## config.mk

```make
export PLATFORM = sky130hd
export DESIGN_NAME = pipe_field_shifter
export DESIGN_NICKNAME = d
export VERILOG_FILES = /design/src/rtl/pipe_pkg.sv /design/src/rtl/pipe_field_shifter_shift_timer.sv /design/src/rtl/pipe_field_shifter.sv
export SDC_FILE = /design/constraint.sdc
export NUM_CORES = 1
export LEC_CHECK = 0
export CORE_ASPECT_RATIO = 1.4
export CORE_MARGIN = 4
export CORE_UTILIZATION = 35
export CTS_BUF_LIST = sky130_fd_sc_hd__clkbuf_4
export DETAILED_ROUTE_END_ITERATION = 7
export DONT_BUFFER_PORTS = 1
export PLACE_DENSITY = 0.47
export SYNTH_ARGS = -nofsm -noshare
export SYNTH_HDL_FRONTEND = slang
export SYNTH_SLANG_ARGS = --single-unit
```

## constraint.sdc

```tcl
create_clock -name Clock -period 4.3 [get_ports Clock]
set_clock_uncertainty 0.05 [all_clocks]
set_input_delay 1.29 -clock Clock [delete_from_list [all_inputs] [get_ports Clock]]
set_output_delay 1.29 -clock Clock [all_outputs]
set_load 0.005 [all_outputs]
```

## src/rtl/pipe_pkg.sv

```systemverilog
// Shared types and default constants for the pipe game datapath
// (field shifter, pipe generator, matrix driver).
package pipe_pkg;

    typedef enum logic [1:0] {
        IDLE   = 2'd0,
        RUN    = 2'd1,
        FROZEN = 2'd2
    } pipe_state_t;

    localparam int unsigned ROWS_DEF             = 8;
    localparam int unsigned COLS_DEF             = 8;
    localparam int unsigned CNT_W_DEF            = 16;
    localparam int unsigned INIT_PERIOD_DEF      = 256;
    localparam int unsigned MIN_PERIOD_DEF       = 32;
    localparam int unsigned STEP_DEF             = 16;
    localparam int unsigned PASSES_PER_LEVEL_DEF = 4;
    localparam int unsigned SCORE_W_DEF          = 8;

endpackage

```

## src/rtl/pipe_field_shifter_shift_timer.sv

```systemverilog
// Shift-rate timer: interval counter, programmable period with level
// speed-ups, and the combinational shift strobe.
module shift_timer
    import pipe_pkg::*;
#(
    parameter int unsigned CNT_W            = CNT_W_DEF,
    parameter int unsigned INIT_PERIOD      = INIT_PERIOD_DEF,
    parameter int unsigned MIN_PERIOD       = MIN_PERIOD_DEF,
    parameter int unsigned STEP             = STEP_DEF,
    parameter int unsigned PASSES_PER_LEVEL = PASSES_PER_LEVEL_DEF
) (
    input  logic             clk,
    input  logic             rst_n,
    input  logic             clear,
    input  logic             run,
    input  logic             col0_nz,
    output logic             shift_c,
    output logic [CNT_W-1:0] period
);

    localparam int unsigned PC_W = (PASSES_PER_LEVEL > 1) ? $clog2(PASSES_PER_LEVEL) : 1;
    localparam logic [CNT_W-1:0] INIT_P  = CNT_W'(INIT_PERIOD);
    localparam logic [CNT_W-1:0] MIN_P   = CNT_W'(MIN_PERIOD);
    localparam logic [CNT_W-1:0] STEP_P  = CNT_W'(STEP);
    localparam logic [CNT_W:0]   FLOOR_P = (CNT_W+1)'(MIN_PERIOD + STEP);
    localparam logic [PC_W-1:0]  PC_LAST = PC_W'(PASSES_PER_LEVEL - 1);

    logic [CNT_W-1:0] cnt_q, cnt_d;
    logic [CNT_W-1:0] period_q, period_d;
    logic [PC_W-1:0]  pcnt_q, pcnt_d;

    assign shift_c = run && (cnt_q == '0);
    assign period  = period_q;

    // Counter advances only while running; FROZEN simply stops feeding run.
    always_comb begin
        cnt_d    = cnt_q;
        period_d = period_q;
        pcnt_d   = pcnt_q;
        if (clear) begin
            cnt_d    = '0;
            period_d = INIT_P;
            pcnt_d   = '0;
        end else if (run) begin
            if (cnt_q == period_q - CNT_W'(1)) begin
                cnt_d = '0;
            end else begin
                cnt_d = cnt_q + CNT_W'(1);
            end
            if (shift_c && col0_nz) begin
                if (pcnt_q == PC_LAST) begin
                    pcnt_d = '0;
                    // Compare before subtracting so the period never underflows.
                    if ({1'b0, period_q} >= FLOOR_P) begin
                        period_d = period_q - STEP_P;
                    end else begin
                        period_d = MIN_P;
                    end
                end else begin
                    pcnt_d = pcnt_q + PC_W'(1);
                end
            end
        end
    end

    always_ff @(posedge clk or negedge rst_n) begin
        if (!rst_n) begin
            cnt_q    <= '0;
            period_q <= INIT_P;
            pcnt_q   <= '0;
        end else begin
            cnt_q    <= cnt_d;
            period_q <= period_d;
            pcnt_q   <= pcnt_d;
        end
    end

endmodule

```

## src/rtl/pipe_field_shifter.sv

```systemverilog
// Scrolling pipe field: game FSM, column shift register, score and
// shift/pass pulses; timing comes from shift_timer.
module pipe_field_shifter
    import pipe_pkg::*;
#(
    parameter int unsigned ROWS             = ROWS_DEF,
    parameter int unsigned COLS             = COLS_DEF,
    parameter int unsigned CNT_W            = CNT_W_DEF,
    parameter int unsigned INIT_PERIOD      = INIT_PERIOD_DEF,
    parameter int unsigned MIN_PERIOD       = MIN_PERIOD_DEF,
    parameter int unsigned STEP             = STEP_DEF,
    parameter int unsigned PASSES_PER_LEVEL = PASSES_PER_LEVEL_DEF,
    parameter int unsigned SCORE_W          = SCORE_W_DEF
) (
    input  logic                 Clock,
    input  logic                 Reset_n,
    input  logic                 gameStart,
    input  logic                 gameOver,
    input  logic [ROWS-1:0]      newCol,
    output logic                 newColReq,
    output logic [ROWS*COLS-1:0] field,
    output logic                 shiftTick,
    output logic                 passPulse,
    output logic [SCORE_W-1:0]   score,
    output logic [CNT_W-1:0]     period
);

    localparam int unsigned FW = ROWS * COLS;

    pipe_state_t        state_q, state_d;
    logic [FW-1:0]      field_q, field_d;
    logic [SCORE_W-1:0] score_q, score_d;
    logic               shift_tick_q, shift_tick_d;
    logic               pass_pulse_q, pass_pulse_d;

    logic run_c;
    logic shift_c;
    logic col0_nz_c;

    assign run_c     = (state_q == RUN) && gameStart && !gameOver;
    assign col0_nz_c = |field_q[ROWS-1:0];

    shift_timer #(
        .CNT_W           (CNT_W),
        .INIT_PERIOD     (INIT_PERIOD),
        .MIN_PERIOD      (MIN_PERIOD),
        .STEP            (STEP),
        .PASSES_PER_LEVEL(PASSES_PER_LEVEL)
    ) u_timer (
        .clk    (Clock),
        .rst_n  (Reset_n),
        .clear  (!gameStart),
        .run    (run_c),
        .col0_nz(col0_nz_c),
        .shift_c(shift_c),
        .period (period)
    );

    // gameStart low overrides every state and clears the datapath.
    always_comb begin
        state_d      = state_q;
        field_d      = field_q;
        score_d      = score_q;
        shift_tick_d = 1'b0;
        pass_pulse_d = 1'b0;
        if (!gameStart) begin
            state_d = IDLE;
            field_d = '0;
            score_d = '0;
        end else begin
            unique case (state_q)
                IDLE:    state_d = RUN;
                RUN:     if (gameOver) state_d = FROZEN;
                FROZEN:  state_d = FROZEN;
                default: state_d = IDLE;
            endcase
            if (shift_c) begin
                field_d      = {newCol, field_q[FW-1:ROWS]};
                shift_tick_d = 1'b1;
                if (col0_nz_c) begin
                    pass_pulse_d = 1'b1;
                    if (score_q != {SCORE_W{1'b1}}) begin
                        score_d = score_q + SCORE_W'(1);
                    end
                end
            end
        end
    end

    always_ff @(posedge Clock or negedge Reset_n) begin
        if (!Reset_n) begin
            state_q      <= IDLE;
            field_q      <= '0;
            score_q      <= '0;
            shift_tick_q <= 1'b0;
            pass_pulse_q <= 1'b0;
        end else begin
            state_q      <= state_d;
            field_q      <= field_d;
            score_q      <= score_d;
            shift_tick_q <= shift_tick_d;
            pass_pulse_q <= pass_pulse_d;
        end
    end

    assign newColReq = shift_c;
    assign field     = field_q;
    assign score     = score_q;
    assign shiftTick = shift_tick_q;
    assign passPulse = pass_pulse_q;

endmodule

```

After elaboration in Yosys (flattened, before gate mapping)
Cells that the tools add are included.

word-level totals
  bits in registers = 110
  bits of input ports = 12
  output and inout bits = 91
  logic and storage cells = 63

cells by class
  $add $sub $neg = 5
  $lt $le $gt $ge = 1
  equality and inequality tests = 12
  multiplexer cells = 26
  reductions and logical operators = 11

operators with widths
  cell                   number
  $mux 16                8
  $mux 64                2
  $mux 8                 4
  $add 16x1->16 const B  1
  $eq 16x16->1           1
  $ge 16x6->1 const B    1
  $logic_not 16->1       1
  $sub 16x1->16 const B  1
  $sub 16x5->16 const B  1
  $mux 2                 6
  $ne 2x1->1 const B     6
  $add 8x1->8 const B    1
  $ne 8x8->1 const B     1
  $reduce_or 8->1        1
  $pmux 2 s3             1
  $reduce_and 3->1       2
  $mux 1                 5
  $eq 2x2->1 const B     2
  $logic_and 1x1->1      4
  $ne 3x3->1 const B     1
  $add 2x1->2 const B    1
  $eq 2x1->1 const B     1
  $logic_not 2->1        1
  $reduce_and 2->1       1
  $logic_not 1->1        1

Logic depth before layout (Yosys ltp)
  depth in word-level cells = 8
  gate-level depth with buffers = 11
  gate-level depth less buffers = 9

Modules after synthesis
From an unflattened synthesis, not the netlist that was laid out.

unflattened totals
  cells, all modules = 549
  area, all modules = 5514.0 um^2

modules (own cells, without submodules)
  module              times used  cells each  area each (um^2)  sequential area each (um^2)
  pipe_field_shifter  1           274         3186.8            1901.8
  shift_timer         1           275         2327.2            752.0

Worst setup path after synthesis
No wires, ideal clock.

  kind = input to output
  from = input gameStart
  to = output newColReq
  arrival = 2.150 ns
  data required time = 2.960 ns
  path slack = 0.810 ns
  cell stages on the path = 5
  path buffers = 2
  path through = clkbuf_1 and3b_1 clkbuf_1 nand3_1 nor2_1

on the way
  word-level cells in the longest chain between the ends = 3

ends and longest elaborated chain
  what                             line                                  RTL
  start: declaration               pipe_field_shifter.sv:17              input logic gameStart,
  $logic_and 1x1->1 (2 in series)  pipe_field_shifter.sv:40              assign run_c = (state_q == RUN) && gameStart && !gameOver;
  $logic_and 1x1->1                pipe_field_shifter_shift_timer.sv:32  assign shift_c = run && (cnt_q == '0);
  end: declaration                 pipe_field_shifter.sv:20              output logic newColReq,

Every way passes these cells.

Worst setup path after layout
  from = input gameOver
  to = output newColReq

on the way
  word-level cells in the longest chain between the ends = 3

ends and longest elaborated chain
  what                line                                  RTL
  start: declaration  pipe_field_shifter.sv:18              input logic gameOver,
  $logic_not 1->1     pipe_field_shifter.sv:40
  $logic_and 1x1->1   pipe_field_shifter.sv:40
  $logic_and 1x1->1   pipe_field_shifter_shift_timer.sv:32

Every way passes these cells.

==> results by group <==
Outcome
  – Run status: finished clean

Critical path
  – Ordered cell list for the critical path: and3b_1 -> nand3_1 -> nor2_1
  – Reg-to-reg critical path endpoint: u_timer.cnt_q[15]
  – Buffers plus inverters on the worst setup path: 0
  – Critical register-to-register path startpoint: u_timer.period[5]
  – Slack of the worst reg-to-reg path: 0.88 ns
  – Type of element launching the critical path: input pin
  – Arrival @ worst endpoint: 2.25 ns
  – Depth of the worst register-to-register path: 8
  – Delay of the slowest cell on the worst path: 0.49 ns
  – Slowest cell on the critical path: sky130_fd_sc_hd__and3b_1
  – CP delay by family, top: simple AND/OR/NAND/NOR gates
  – CP endpoint kind: output pin
  – Setup CP Type: in2out
  – Worst path required time: 2.96 ns
  – Largest fanout on the critical path: 14

Routing
  – Detailed-route wire length per cell: 17.9 um
  – Via density per instance: 5.35
  – Final routed wirelength across all metal layers: 14.0 mm
  – Violation count after the first detailed-routing iteration: 281
  – Pre-antenna DRT Iters: 4
  – Number of DRC violations after detailed routing: 0
  – Total number of vias: 4176
  – Post-route ant nets: 0

Final layout
  – Area overhead of the layout relative to synthesis: 5.31%
  – Final std cell area, no fill: 5710 um2
  – Net count, final: 605
  – Number of inserted filler cells in the final layout: 1582
  – Share of post-route cells with drive strength above 1: 0.0510

Die
  – Die width: 113 um
  – Die area: 17600 um2
  – Row Count: 53
  – Initial cell density of the core: 0.359
  – Count of boundary I/O pins: 103
  – Core area: 15100 um2
  – Die height: 155 um

Synthesis
  – Largest cells by area after synthesis: sky130_fd_sc_hd__dfrtp_1, sky130_fd_sc_hd__nand2_1, sky130_fd_sc_hd__a21boi_0, sky130_fd_sc_hd__o21ai_0, sky130_fd_sc_hd__nand3_1
  – Async set-reset flop share out of synthesis: 1.00
  – Post-synth top cells: sky130_fd_sc_hd__nand2_1, sky130_fd_sc_hd__dfrtp_1, sky130_fd_sc_hd__a21boi_0, sky130_fd_sc_hd__clkbuf_1, sky130_fd_sc_hd__o21ai_0
  – Synth Instances: 604
  – Sequential area share after synthesis: 0.489
  – Most used standard cell by instance count after synthesis: sky130_fd_sc_hd__nand2_1
  – Number of enable-type register cells in the synthesized netlist: 0
  – Synthesis warning total: 0
  – Post-synthesis register bit count: 106
  – Synthesized area divided by synthesized cell count: 8.98 um2
  – Post-synthesis cell type count: 51
  – Area leader, netlist: sky130_fd_sc_hd__dfrtp_1
  – Cell area after synthesis: 5420 um2
  – Flip-flop cell with the highest count after synthesis: sky130_fd_sc_hd__dfrtp_1
  – Proportion of netlist area held by the largest area contributor: 0.485

Place
  – Port buffer count: 0
  – Global placer's final weighted congestion: 0.800
  – Place WS: 0.591 ns
  – Dpl cell area: 5570 um2
  – Detailed Place HPWL: 9.46 mm

Clock network
  – Cts bufs inserted: 9
  – Sinks on Clock Net: 106
  – CTS max path bufs: 2
  – # resized after CTS: 0
  – Clk root buf: sky130_fd_sc_hd__clkbuf_4
  – Count of H-tree levels built during CTS: 3
  – Post-cts hold buffer count: 0
  – Post-CTS setup buffers: 0
  – Worst skew pair latency: 0.46 ns
  – CTS tree: built
  – Post-CTS clock slew at the launch and capture registers of the worst setup and hold paths: 0.18 ns

GRT
  – Overall overflow remaining after global route: 0
  – Number of antenna violations at the first check in global routing: 1
  – Wire length of the first global-routing pass: 22.9 mm
  – Total Routing Usage GR: 0.161
  – Vias in the first global route: 4245
  – Maximum number of pins on one net before global-route repair: 107

STA
  – Slew at the pin closest to its max-slew limit: 0.676 ns
  – Max Slew Vio Count: 0
  – Setup violations, final: 0
  – Number of hold-slack violations in the final timing report: 0
  – Worst setup slack after layout: 0.710 ns
  – Clock period minus worst slack: 3.59 ns
  – Final hold slack: 0.442 ns
  – Total Negative Setup Slacks: 0 ns
  – Maximum frequency from static timing analysis: 0.279 GHz
  – Tightest slew margin relative to the limit: 0.549
  – Unrepaired setup endpoints after global routing: false
  – Fraction of the cycle the final worst path needs: 0.835

Power and ir drop
  – Switching share of power: 0.296
  – P_sw: 0.507 mW
  – Internal power: 1.20 mW
  – Max IR drop VDD: 0.126 mV
  – Overall power after layout: 1.71 mW
  – Register share of total power: 0.603
  – Cell Pwr Density: 300 nW/um2
  – Clock network fraction of design power: 0.301
  – Leakage power: 2.35 nW
  – Part of the power in combinational logic: 0.096

Job
  – Maximum capacitance violations: 0

Min path
  – Type of the worst min-delay path: in2async
-- cells in the final DEF (no fill, tap or decap), drive strengths merged, types with 8 or more instances in the layout --
cell	netlist	final
nor2	23	23
xor2	8	8
clkbuf	34	10
ha	10	10
nor3	18	18
o21ai	36	36
a21boi	67	67
dfrtp	105	105
and3	8	8
nand2	146	146
xnor2	13	13
inv	13	15
and2	8	8
nand3	30	30
-- per-layer routing --
metal	vias to the layer above	share of wire	GRT usage
met4	0	0.011	0.0395
met3	10	0.069	0.0553
met2	99	0.52	0.287
met1	2047	0.40	0.186
met5	-	0	0
li1	2020	-	-
-- sequential cells by signal, summed over array words and instances, names as in the netlist --
signal / flops
field: 64
u_timer.cnt_q: 16
u_timer.period: 12
score: 8
state_q: 2
u_timer.pcnt_q: 2
passPulse: 1
shiftTick: 1
-- worst max-delay path by stage --
stage,to,from,cells after the start
2_1_floorplan,newColReq,gameStart,5
3_3_place_gp,u_timer.period[13],gameOver,5
3_5_place_dp,u_timer.period[13],gameOver,5
4_1_cts,newColReq,gameOver,3
5_1_grt,newColReq,gameOver,3
6_report,newColReq,gameOver,3
-- cell families after synthesis --
logic type,share of synthesized area
compound gates,0.170
xor+xnor,0.0381
fa+ha+maj,0.0231
buf+inv,0.0415
flops,0.490
mux,0.00739
other cells,0.000692
simple gates,0.230
-- worst register-to-register path, cell delays in order, from the launching register on --
cell and delay [ns]:
sky130_fd_sc_hd__dfrtp_1 0.50, sky130_fd_sc_hd__inv_1 0.12, sky130_fd_sc_hd__ha_1 0.25, sky130_fd_sc_hd__or4b_1 0.62
sky130_fd_sc_hd__or4_4 0.49, sky130_fd_sc_hd__o21a_1 0.25, sky130_fd_sc_hd__or4_1 0.69, sky130_fd_sc_hd__nand2_1 0.24
sky130_fd_sc_hd__o211ai_1 0.13
-- power by group through the flow --
| stage | logic [mW] | registers, mW | clock network (mW) |
|---|---|---|---|
| 4_1_cts | 0.167 | 1.03 | 0.536 |
| 6_report | 0.165 | 1.03 | 0.515 |
| 3_5_place_dp | 0.166 | 1.05 | 0 |
| 5_1_grt | 0.186 | 1.04 | 0.579 |
| 3_3_place_gp | 0.161 | 1.05 | 0 |
| 2_1_floorplan | 0.130 | 1.05 | 0 |
-- per-stage QoR --
stage,util,instances
after floorplan,-,607
after global placement,0.368,764
after detailed placement,0.368,764
after CTS,0.377,780
after global routing,0.378,781
final,0.378,781
-- layout make-up --
type                    count  area, um2  area share
inverters                  13       48.8     0.00855
multi-input cells         446       2560       0.449
repair buffers              7       65.1      0.0114
diodes                      1       2.50    0.000438
clock inverters             6       62.6      0.0110
well taps                 192        240      0.0421
clock buffers              10       75.1      0.0131
flip-flops and latches    106       2650       0.465
Note: power is estimated with default switching activity, not from simulation.
